**src/rtl/ym_mol_mor_accum.sv**
```systemverilog
// Frame mixer for panned channel slots: sums CH_COUNT slots into one stereo
// sample, fits it to OUT_WIDTH and queues it in a show-ahead valid/ready FIFO.
module ym_mol_mor_accum #(
  parameter int CH_COUNT   = 6,
  parameter int IN_WIDTH   = 9,
  parameter int OUT_WIDTH  = 12,
  parameter int SATURATE   = 1,
  parameter int FIFO_DEPTH = 4
) (
  input  logic                 MCLK,
  input  logic                 IC,
  input  logic                 ch_strobe,
  input  logic                 frame_sync,
  input  logic [IN_WIDTH-1:0]  ch_out,
  input  logic [1:0]           ch_pan,
  output logic [OUT_WIDTH-1:0] sample_l,
  output logic [OUT_WIDTH-1:0] sample_r,
  output logic                 sample_valid,
  input  logic                 sample_ready,
  output logic                 frame_err,
  output logic                 ovf,
  input  logic                 clr_ovf
);
  localparam int ACC_W = IN_WIDTH + $clog2(CH_COUNT) + 1;
  localparam int CNT_W = $clog2(CH_COUNT + 1);
  localparam int PTR_W = $clog2(FIFO_DEPTH);
  localparam int FC_W  = $clog2(FIFO_DEPTH + 1);
  localparam logic [CNT_W-1:0] CNT_LAST = CNT_W'(CH_COUNT);

  typedef enum logic [1:0] {S_IDLE, S_ACCUM, S_PUSH} state_e;
  typedef struct packed {
    logic [OUT_WIDTH-1:0] l;
    logic [OUT_WIDTH-1:0] r;
  } stereo_t;

  // A single-slot frame is complete as soon as it starts.
  localparam state_e S_START = (CH_COUNT == 1) ? S_PUSH : S_ACCUM;

  state_e                  state_q, state_d;
  logic signed [ACC_W-1:0] acc_l_q, acc_l_d, acc_r_q, acc_r_d, con_l, con_r;
  logic [CNT_W-1:0]        cnt_q, cnt_d;
  logic                    frame_err_q, frame_err_d, ovf_q, ovf_d;
  logic                    push, start, cont;
  logic signed [IN_WIDTH-1:0] ch_s;

  assign start = ch_strobe & frame_sync;
  assign cont  = ch_strobe & ~frame_sync;
  assign ch_s  = {~ch_out[IN_WIDTH-1], ch_out[IN_WIDTH-2:0]};
  assign con_l = ch_pan[1] ? ACC_W'(ch_s) : '0;
  assign con_r = ch_pan[0] ? ACC_W'(ch_s) : '0;

  always_ff @(posedge MCLK or negedge IC) begin
    if (!IC) state_q <= S_IDLE;
    else     state_q <= state_d;
  end

  always_comb begin
    state_d = state_q;
    case (state_q)
      S_IDLE:  if (start) state_d = S_START;
      S_ACCUM: if (start) state_d = S_ACCUM;
               else if (cont && (cnt_q + CNT_W'(1)) == CNT_LAST) state_d = S_PUSH;
      S_PUSH:  state_d = start ? S_START : S_IDLE;
      default: state_d = S_IDLE;
    endcase
  end

  always_comb begin
    acc_l_d     = acc_l_q;
    acc_r_d     = acc_r_q;
    cnt_d       = cnt_q;
    frame_err_d = 1'b0;
    push        = 1'b0;
    case (state_q)
      S_IDLE: if (start) begin
        acc_l_d = con_l; acc_r_d = con_r; cnt_d = CNT_W'(1);
      end
      S_ACCUM: if (start) begin
        acc_l_d = con_l; acc_r_d = con_r; cnt_d = CNT_W'(1); frame_err_d = 1'b1;
      end else if (cont) begin
        acc_l_d = acc_l_q + con_l; acc_r_d = acc_r_q + con_r; cnt_d = cnt_q + CNT_W'(1);
      end
      S_PUSH: begin
        push = 1'b1;
        if (start) begin
          acc_l_d = con_l; acc_r_d = con_r; cnt_d = CNT_W'(1);
        end else if (cont) frame_err_d = 1'b1;
      end
      default: ;
    endcase
  end

  always_ff @(posedge MCLK or negedge IC) begin
    if (!IC) begin
      acc_l_q <= '0; acc_r_q <= '0; cnt_q <= '0; frame_err_q <= 1'b0;
    end else begin
      acc_l_q <= acc_l_d; acc_r_q <= acc_r_d; cnt_q <= cnt_d; frame_err_q <= frame_err_d;
    end
  end

  // Fit the sums to OUT_WIDTH: clamp or wrap when narrower, sign-extend otherwise.
  logic [OUT_WIDTH-1:0] res_l, res_r;
  if (ACC_W > OUT_WIDTH) begin : g_narrow
    localparam logic signed [ACC_W-1:0] OMAX = {{(ACC_W-OUT_WIDTH+1){1'b0}}, {(OUT_WIDTH-1){1'b1}}};
    localparam logic signed [ACC_W-1:0] OMIN = ~OMAX;
    function automatic logic [OUT_WIDTH-1:0] fit(input logic signed [ACC_W-1:0] a);
      if (SATURATE != 0 && a > OMAX) return OMAX[OUT_WIDTH-1:0];
      if (SATURATE != 0 && a < OMIN) return OMIN[OUT_WIDTH-1:0];
      return a[OUT_WIDTH-1:0];
    endfunction
    assign res_l = fit(acc_l_q);
    assign res_r = fit(acc_r_q);
  end else begin : g_wide
    assign res_l = OUT_WIDTH'(acc_l_q);
    assign res_r = OUT_WIDTH'(acc_r_q);
  end

  stereo_t          mem_q [FIFO_DEPTH];
  stereo_t          head;
  logic [PTR_W-1:0] wr_ptr_q, wr_ptr_d, rd_ptr_q, rd_ptr_d;
  logic [FC_W-1:0]  fcnt_q, fcnt_d;
  logic             full, pop, wr, drop;

  function automatic logic [PTR_W-1:0] nxt(input logic [PTR_W-1:0] p);
    return (p == PTR_W'(FIFO_DEPTH - 1)) ? '0 : p + PTR_W'(1);
  endfunction

  always_comb begin
    full     = (fcnt_q == FC_W'(FIFO_DEPTH));
    pop      = sample_valid & sample_ready;
    wr       = push & (~full | pop);
    drop     = push & full & ~pop;
    wr_ptr_d = wr  ? nxt(wr_ptr_q) : wr_ptr_q;
    rd_ptr_d = pop ? nxt(rd_ptr_q) : rd_ptr_q;
    fcnt_d   = fcnt_q;
    if (wr && !pop)      fcnt_d = fcnt_q + FC_W'(1);
    else if (!wr && pop) fcnt_d = fcnt_q - FC_W'(1);
    // A fresh drop outranks a clear arriving in the same cycle.
    ovf_d    = (ovf_q & ~clr_ovf) | drop;
  end

  always_ff @(posedge MCLK or negedge IC) begin
    if (!IC) begin
      for (int i = 0; i < FIFO_DEPTH; i++) mem_q[i] <= '0;
      wr_ptr_q <= '0; rd_ptr_q <= '0; fcnt_q <= '0; ovf_q <= 1'b0;
    end else begin
      if (wr) mem_q[wr_ptr_q] <= '{l: res_l, r: res_r};
      wr_ptr_q <= wr_ptr_d; rd_ptr_q <= rd_ptr_d; fcnt_q <= fcnt_d; ovf_q <= ovf_d;
    end
  end

  assign head         = mem_q[rd_ptr_q];
  assign sample_valid = (fcnt_q != '0);
  assign sample_l     = sample_valid ? head.l : '0;
  assign sample_r     = sample_valid ? head.r : '0;
  assign frame_err    = frame_err_q;
  assign ovf          = ovf_q;
endmodule
```
**config.mk**
```make
export PLATFORM = sky130hd
export DESIGN_NAME = ym_mol_mor_accum
export DESIGN_NICKNAME = d
export VERILOG_FILES = /design/src/rtl/ym_mol_mor_accum.sv
export SDC_FILE = /design/constraint.sdc
export NUM_CORES = 1
export LEC_CHECK = 0
export BUFFER_PORTS_ARGS = -buffer_cell sky130_fd_sc_hd__buf_2
export CORE_UTILIZATION = 50
export DETAILED_ROUTE_END_ITERATION = 8
export PLACE_DENSITY = 0.74
export SYNTH_ARGS = -nofsm -noshare
export SYNTH_HDL_FRONTEND = slang
export SYNTH_SLANG_ARGS = --single-unit
```
**constraint.sdc**
```tcl
create_clock -name MCLK -period 7.8 [get_ports MCLK]
set_clock_uncertainty 0.1 [all_clocks]
set_input_delay 1.17 -clock MCLK [delete_from_list [all_inputs] [get_ports MCLK]]
set_output_delay 1.17 -clock MCLK [all_outputs]
set_load 0.05 [all_outputs]
```
# Word-level counts from Yosys, hierarchy flattened
# Index checks and enable logic that the tools add are counted.
[totals]
input_bits = 17
elab_cells = 120
out_inout_bits = 27
reg_bits = 136
[classes]
mux = 50
add_sub_neg = 7
magnitude_cmp = 7
reduce_logical = 13
eq_ne = 10
bitwise_logic = 16
[op_table]
columns = ["operator", "n"]
rows = [
  ["2-to-1 mux 12 bit", 10],
  ["2-to-1 mux 13 bit", 8],
  ["bitwise mux 96 bit", 1],
  ["2-to-1 mux 24 bit", 3],
  ["one-hot mux 13 bit (2 select lines)", 2],
  ["binary-select mux 24 bit (select 2 bit)", 1],
  ["demux 24 bit (select 2 bit)", 1],
  ["adder 13 bit", 2],
  ["> comparator 13 x 12 -> 1 bit (second input constant)", 2],
  ["less-than comparator 13 x 12 -> 1 bit (second input constant)", 2],
  ["2-to-1 mux 3 bit", 5],
  ["2-to-1 mux 1 bit", 11],
  ["2-to-1 mux 2 bit", 5],
  ["bitwise AND 1 bit", 7],
  ["adder 3 x 1 -> 3 bit (second input constant)", 2],
  ["equality test 2 bit (second input constant)", 3],
  ["equality test 3 bit (second input constant)", 2],
  ["greater-or-equal comparator 3 bit (second input constant)", 2],
  ["inequality test 3 bit (second input constant)", 2],
  ["NOT 2 -> 3 bit", 2],
  ["one-hot mux 2 bit (3 select lines)", 1],
  ["one-hot mux 3 bit (2 select lines)", 1],
  ["NOT 1 bit", 5],
  ["adder 2 x 1 -> 2 bit (second input constant)", 2],
  ["15 further kinds", 21],
]

# Longest topological paths before layout
# Gate-level depths: netlist (run 1).
[logic_depth]
depth_word = 8
mapped_depth = 10
ltp_nobuf = 9

# Least setup slack after synthesis (run 1)
# Ideal clock, no wire load.
[synth_path]
path_kind = "input-to-reg"
from = "input ch_pan[1]"
to = "register acc_l_q[12]"
t_required_ns = 7.574
path_buffers = 0
slack_ns = 4.432
setup_time_ns = 0.126
path_stages = 9
t_arrival_ns = 3.142
cell_sequence = "and2_1 > ha_1 > fa_1 > a211oi_2 > o211ai_2 > nand4_2 > a21oi_1 > a311o_1 > a221o_1"
[synth_between]
elab_chain_len = 5
elab_cells_between_ends = 6
[synth_rtl]
columns = ["item", "line_no", "source"]
rows = [
  ["start: declaration", "15", "input logic [1:0] ch_pan,"],
  ["2-to-1 mux 13 bit *", "49", "assign con_l = ch_pan[1] ? ACC_W'(ch_s) : '0;"],
  ["adder 13 bit", "81", "acc_l_d = acc_l_q + con_l; acc_r_d = acc_r_q + con_r; cnt_d = cnt_q + CNT_W'(1);"],
  ["2-to-1 mux 13 bit", "80", "end else if (cont) begin"],
  ["2-to-1 mux 13 bit", "78", "S_ACCUM: if (start) begin"],
  ["one-hot mux 13 bit (2 select lines) *", "74", "case (state_q)"],
  ["end signal: assignment", "97", "acc_l_q <= acc_l_d; acc_r_q <= acc_r_d; cnt_q <= cnt_d; frame_err_q <= frame_err_d;"],
  ["end: declaration", "40", "logic signed [ACC_W-1:0] acc_l_q, acc_l_d, acc_r_q, acc_r_d, con_l, con_r;"],
]
# Mark *: on every way between the ends. The rest lies on a longest branch, timed or not. The select of a mux whose other input is x is not followed.
# A chain may end at the register's enable or synchronous reset.

# Worst setup path in the final report (run 1)
[layout_path]
from = "register rd_ptr_q[0]"
to = "output sample_r[1]"
[layout_between]
elab_chain_len = 5
[layout_rtl]
columns = ["item", "line_no", "source"]
rows = [
  ["start: declaration", "120", "logic [PTR_W-1:0] wr_ptr_q, wr_ptr_d, rd_ptr_q, rd_ptr_d;"],
  ["start signal: assignment", "148", "wr_ptr_q <= wr_ptr_d; rd_ptr_q <= rd_ptr_d; fcnt_q <= fcnt_d; ovf_q <= ovf_d;"],
  ["NOT 2 -> 3 bit (implied by the code)", "152", "assign head = mem_q[rd_ptr_q];"],
  ["binary-select mux 24 bit (select 2 bit)", "152", ""],
  ["2-to-1 mux 24 bit (implied by the code) (2 in a row)", "152", ""],
  ["2-to-1 mux 12 bit", "155", "assign sample_r = sample_valid ? head.r : '0;"],
  ["end: declaration", "17", "output logic [OUT_WIDTH-1:0] sample_r,"],
]
# No other way between the ends. The select of a mux whose other input is x is not followed.

==> out/results.txt, run 1 <==
outcome = finished, final reports clean
TritonCTS Buffers = 17
FF-to-FF setup slack = 5.11 ns
PD cells = 460.3 nW/um^2
commonest non-fill, non-tap cells in the layout = nand2_1 (172), o21ai_0 (142), dfrtp_1 (136)
GPL Wtd Cong = 0.8628
GRT Resource Usage Total = 22.81%
Max VDD drop = 0.2170 mV
# setup viols final = 0
post-synthesis cell area = 7530 um^2
total die area = 15550 um^2
max_slew headroom = 35.11%
worst endpoint required time = 6.53 ns
setup TNS = 0 ns
worst skew pair latency = 0.42 ns
Total Power = 3.911 mW
fillers = 1264
FF-to-FF End = fcnt_q[2]
Pleak = 3.992 nW
CTS sink count = 136
crit start category = flip-flop
clock buffer depth = 2
Synth-to-Final Area Change = 12.84%
die height = 124.7 um
share of cells above drive strength 1 = 15.25%
CTS tree = built
gr ovfl total = 0
Hold Crit Class = reg -> reg
Critical Path, Cell by Cell = buf_4 -> mux4_2 -> and2_1 -> buf_2
Initial DRC Count = 353
r2r worst-path depth = 8
clk root buf = clkbuf_16
global-route wire length before repair = 28190 um
Synth Register Bits = 136
Mapped Cells = 787
Initial Utilization = 51.61%
WL final = 16320 um
Resized cells post-CTS = 0
CORE AREA = 14590 um^2
drc violations = 0
antenna violations before repair = 0
period utilization = 44.58%
Post-synth EDFFs = 0
clk slew on worst S/H paths = 0.06 ns
Post CTS Setup Buffer Count = 0
RSZ-0062 raised after global routing = no
Yosys cell types = 56
vias in the first global route = 5540
CP max stage delay = 0.62 ns
FF-to-FF Start = fcnt_q[0]
Rows = 44
Boundary Pins = 44
maxcap violations = 0
ANT cells = 0
hold_buf cts = 0
H-Tree Level Count = 4
First-pass DRT Iterations = 8
largest net degree at the start of global routing = 77
min-delay src = mem_q[40]
warning count from the yosys run = 0
kind of end point of the critical path = primary output
number of buffers added on ports = 43
highest clock rate = 287.6 MHz
DR vias/cell = 5.637
vias = 5693
Avg Inst Size Synth = 9.568 um^2
critical path's slowest cell = mux4_2
Min-Delay Endpoint = mem_q[40]
fin nets = 870
asr flop ratio synth = 100.0%
placed cell area = 7859 um^2
fin. max-slew vios = 0
Hold Vio Cnt, Final = 0
top_reg_cell synth = dfrtp_1
Post-DP HPWL = 10640 um
antenna-violating nets left = 0
WL per Instance = 16.16 um
Final min period = 3.477 ns
Seq/Total Area, Yosys = 45.20%
Die X = 124.7 um
crit path max fanout = 27
worst path arrival time = 2.21 ns
Crit Path Class = reg -> out
Finished Cell Area = 8497 um^2
Worst Hold Depth = 2
Least-Margin Pin Slew = 0.9734 ns
leading cell type in the layout, fill and taps excluded = nand2_1
syn nets = 843
Yosys cell counts (9+ instances only):
library cell,n,area (um^2)
nand2_1,172,645.6
o21ai_0,142,710.7
dfrtp_1,136,3403
and2_1,41,256.5
ha_1,36,450.4
a21oi_1,29,145.1
clkbuf_1,27,101.4
mux4_2,24,540.5
nor2_1,22,82.58
buf_2,14,70.07
inv_1,14,52.55
a21o_1,12,90.09
mux2_2,11,123.9
xnor2_1,11,96.34
mux2i_1,9,90.09
worst max-delay path: cells and delay by family, from the launching register on:
family	cells	cell delay (ns)
buffers and inverters	2	0.66
muxes	1	0.62
DFF	1	0.32
and+or+nand+nor	1	0.18
state kept, by name (all words and copies together), names as in the netlist, 2 cells and up:
name	cells
acc_l_q	13
cnt_q	3
wr_ptr_q	2
fcnt_q	3
mem_q	96
acc_r_q	13
state_q	2
rd_ptr_q	2
cell type report:
cell class,count,area [um^2],area share (%)
clock buffers,21,470.5,5.537
clock inverters,10,167.7,1.973
inverters,14,52.55,0.6185
multi-input cells,593,3884,45.71
flip-flops and latches,136,3403,40.05
well taps,184,230.2,2.709
repair buffers,52,289.0,3.402
per-layer routing:
metal / share of wire [%] / vias up / wire [um] / track usage (%)
met5: 0 / - / 0 / 0
met4: 1.1 / 0 / 177 / 6.591
met3: 4.7 / 17 / 770 / 5.284
met2: 47 / 111 / 7718 / 36.20
met1: 47 / 2758 / 7657 / 31.27
li1: - / 2807 / - / -
report_power, final:
| part | internal (mW) | switching (mW) | total (mW) |
|---|---|---|---|
| Clock | 0.560 | 0.302 | 0.863 |
| Sequential | 1.01 | 0.253 | 1.26 |
| Combinational | 0.656 | 1.13 | 1.79 |
kinds of logic (layout without fill, tap and decap cells):
family / count (synthesis) / after routing / synth area share (%)
buffers and inverters: 58 / 97 / 3.224
adders and majority gates: 39 / 39 / 6.780
muxes: 44 / 44 / 10.02
and+or+nand+nor: 279 / 279 / 16.88
DFF: 136 / 136 / 45.20
xor gates and xnor gates: 18 / 18 / 2.094
AOI/OAI and AO/OA: 213 / 213 / 15.80
metrics by stage:
| stage | std cells | hold WS (ns) | worst slack, ns | util (%) |
|---|---|---|---|---|
| floorplan | 787 | 0.3446 | 4.432 | - |
| global placement | 979 | 0.3568 | 4.192 | 53.87 |
| detailed placement | 979 | 0.3654 | 4.159 | 53.87 |
| CTS | 1010 | 0.3786 | 4.272 | 58.24 |
| global route | 1010 | 0.3975 | 4.201 | 58.24 |
| finish | 1010 | 0.3724 | 4.323 | 58.24 |
worst max-delay path by stage:
stage / start / to / slack (ns)
6_report: rd_ptr_q[0] / sample_r[1] / 4.32
5_1_grt: rd_ptr_q[0] / sample_r[1] / 4.20
4_1_cts: rd_ptr_q[0] / sample_r[1] / 4.27
3_5_place_dp: ch_pan[1] / acc_l_q[12] / 4.16
3_3_place_gp: ch_pan[1] / acc_l_q[12] / 4.19
2_1_floorplan: ch_pan[1] / acc_l_q[12] / 4.43
(Power assumes the default switching activity.)
==> inputs of run 2 (changes only) <==
--- a/config.mk
+++ b/config.mk
@@ -8,7 +8,7 @@
 export BUFFER_PORTS_ARGS = -buffer_cell sky130_fd_sc_hd__buf_2
 export CORE_UTILIZATION = 50
 export DETAILED_ROUTE_END_ITERATION = 8
-export PLACE_DENSITY = 0.74
+export PLACE_DENSITY = 0.76
 export SYNTH_ARGS = -nofsm -noshare
 export SYNTH_HDL_FRONTEND = slang
 export SYNTH_SLANG_ARGS = --single-unit
==> constraint.sdc (replaced) <==
create_clock -name MCLK -period 2.8 [get_ports MCLK]
set_clock_uncertainty 0.1 [all_clocks]
set_input_delay 0.42 -clock MCLK [delete_from_list [all_inputs] [get_ports MCLK]]
set_output_delay 0.42 -clock MCLK [all_outputs]
set_load 0.05 [all_outputs]
==> out/results.txt, run 2 (synthesized netlist as in run 1, its figures left out) <==
Pleak = 4.111 nW (+3.0%)
Least-Margin Pin Slew = 0.6511 ns (-0.3223 ns)
antenna-violating nets left = 0 (unchanged)
Multi-input gate area = 3884 um^2 (unchanged)
Clock power frac = 20.8% (-1.3 points)
placed cell area = 8074 um^2 (+2.7%)
GRT Resource Usage Total = 22.57% (-0.24 points)
Initial Utilization = 51.61% (unchanged)
WL per Instance = 15.89 um (-1.7%)
critical path's slowest cell = dfrtp_1
highest clock rate = 384.1 MHz
switching fraction of total power = 43.30% (+0.15 points)
hold_buf cts = 1 (+1)
largest register by flop count = mem_q
clk root buf = clkbuf_16
Worst Hold Depth = 2 (unchanged)
M1 GR Usage = 30.90% (-0.36 points)
share of cells above drive strength 1 = 17.43% (+2.2 points)
fin. max-slew vios = 0 (unchanged)
largest net degree at the start of global routing = 58 (-25%)
Min-Delay Endpoint = ovf
leading cell type in the layout, fill and taps excluded = nand2_1
DR vias/cell = 5.577 (-1.1%)
Hold Vio Cnt, Final = 0 (unchanged)
GPL Wtd Cong = 0.8396 (-2.7%)
max reg flops = 96 (unchanged)
die height = 124.7 um (unchanged)
Layout Cells excl Fill = 1033 (+2.3%)
CORE AREA = 14590 um^2 (unchanged)
Critical Path, Cell by Cell = ha_1 -> fa_1 -> a211oi_2 -> o211ai_2 -> nand4_2 -> a21oi_1 -> a311o_1 -> a221o_1
clk slew on worst S/H paths = 0.06 ns (about the same)
met2 Use GR = 36.14% (-0.065 points)
crit start category = flip-flop
FF-to-FF Start = acc_l_q[0]
r2r worst-path depth = 8 (unchanged)
CP startpoint = acc_l_q[0]
Boundary Pins = 44 (unchanged)
RSZ-0062 raised after global routing = no
Rows = 44 (unchanged)
commonest non-fill, non-tap cells in the layout = nand2_1 (172), o21ai_0 (142), dfrtp_1 (136)
min-delay src = clr_ovf
vias = 5761 (+1.2%)
fin nets = 893 (+2.6%)
Finished Cell Area = 8688 um^2 (+2.3%)
vias in the first global route = 5875 (+6.0%)
FF-to-FF End = acc_l_q[12]
CP max stage delay = 0.43 ns (-0.19 ns)
max_slew headroom = 56.14% (+21 points)
Post-DP HPWL = 11400 um (+7.2%)
Psw = 4.745 mW (+180%)
Die X = 124.7 um (unchanged)
clock buffer depth = 2 (unchanged)
Largest regs = mem_q: 96 flops, acc_l_q: 13 flops, acc_r_q: 13 flops
Flop pwr share = 32.1% (about the same)
H-Tree Level Count = 4 (unchanged)
kind of end point of the critical path = flip-flop
number of buffers added on ports = 43 (unchanged)
WL final = 16410 um (+0.54%)
Final min period = 2.603 ns
PD cells = 1261 nW/um^2 (+170%)
Synth-to-Final Area Change = 15.39%
TritonCTS Buffers = 17 (unchanged)
worst endpoint required time = 3.00 ns (-3.53 ns)
met3 usage in global routing = 4.253% (-1.0 points)
CTS tree = built
antenna violations before repair = 0 (unchanged)
Initial DRC Count = 379 (+7.4%)
global-route wire length before repair = 28140 um (-0.20%)
CTS sink count = 136 (unchanged)
First-pass DRT Iterations = 5 (-3)
# setup viols final = 0 (unchanged)
Logic pwr share = 47.1% (+1.4 points)
Storage cell area = 3403 um^2 (unchanged)
FF-to-FF setup slack = 0.20 ns (-4.91 ns)
Placement Setup Slack = -0.02003 ns (-4.179 ns)
Max VDD drop = 0.5799 mV (+170%)
gr ovfl total = 0 (unchanged)
Resized cells post-CTS = 0 (unchanged)
drc violations = 0 (unchanged)
GRT busiest layer = met2
ANT cells = 0 (unchanged)
Hold Crit Class = in -> reg
worst skew pair latency = 0.41 ns (about the same)
total die area = 15550 um^2 (unchanged)
outcome = finished, final reports clean
Placed Cells incl. Taps = 1001 (+2.2%)
crit path max fanout = 4 (-85%)
maxcap violations = 0 (unchanged)
Internal Dissipation = 6.213 mW (+180%)
worst path arrival time = 2.80 ns (+0.59 ns)
Post CTS Setup Buffer Count = 0 (unchanged)
period utilization = 92.98%
setup ws final = 0.1967 ns (-4.126 ns)
Crit Path Class = reg -> reg
fillers = 1210 (-4.3%)
[run 2: power groups by stage]
stage	sequential, mW	clock, mW	combinational (mW)
4_1_cts	3.51	2.30	5.19
3_3_place_gp	3.49	0	5.01
2_1_floorplan	3.22	0	4.11
5_1_grt	3.65	2.39	5.70
3_5_place_dp	3.53	0	5.16
6_report	3.52	2.28	5.16
[run 2: per-layer routing]
metal / part of all wire (%) / wire length (um)
met5: 0 / 0
met4: 1.5 / 248
met3: 3.6 / 585
met2: 48 / 7827
met1: 47 / 7748
[run 2: worst max path at each step]
stage	cells past startpoint	endpoint	slack, ns
CTS	8	acc_l_q[12]	0.21
finish	8	acc_l_q[12]	0.20
global route	8	acc_l_q[12]	0.06
global placement	10	acc_l_q[12]	0.01
detailed placement	10	acc_l_q[12]	-0.02
floorplan	9	acc_l_q[12]	0.18
[run 2: layout make-up]
type / count / share of cell area (%)
Clock buffer: 20 / 5.256
Tap cell: 184 / 2.650
Clock inverter: 11 / 1.699
Multi-Input combinational cell: 593 / 44.70
Sequential cell: 136 / 39.17
Inverter: 14 / 0.6048
Timing Repair Buffer: 75 / 5.919
[run 2: worst max-delay path, delay by kind of cell, from the launching register on]
family | cells | cell delay [ns]
adder cells (fa/ha/maj) | 2 | 0.66
AO/OA/AOI/OAI | 5 | 1.18
AND/OR/NAND/NOR | 1 | 0.14
flip-flops | 1 | 0.43
[run 2: through the flow]
stage	utilization [%]	power [mW]	hold WS [ns]	setup TNS [ns]
floorplan	-	7.322	0.02441	0
global placement	55.34	8.492	0.3163	0
detailed placement	55.34	8.693	0.3192	-0.02003
CTS	59.55	11.01	0.07039	0
global route	59.55	11.75	0.1020	0
finish	59.55	10.96	0.08031	0
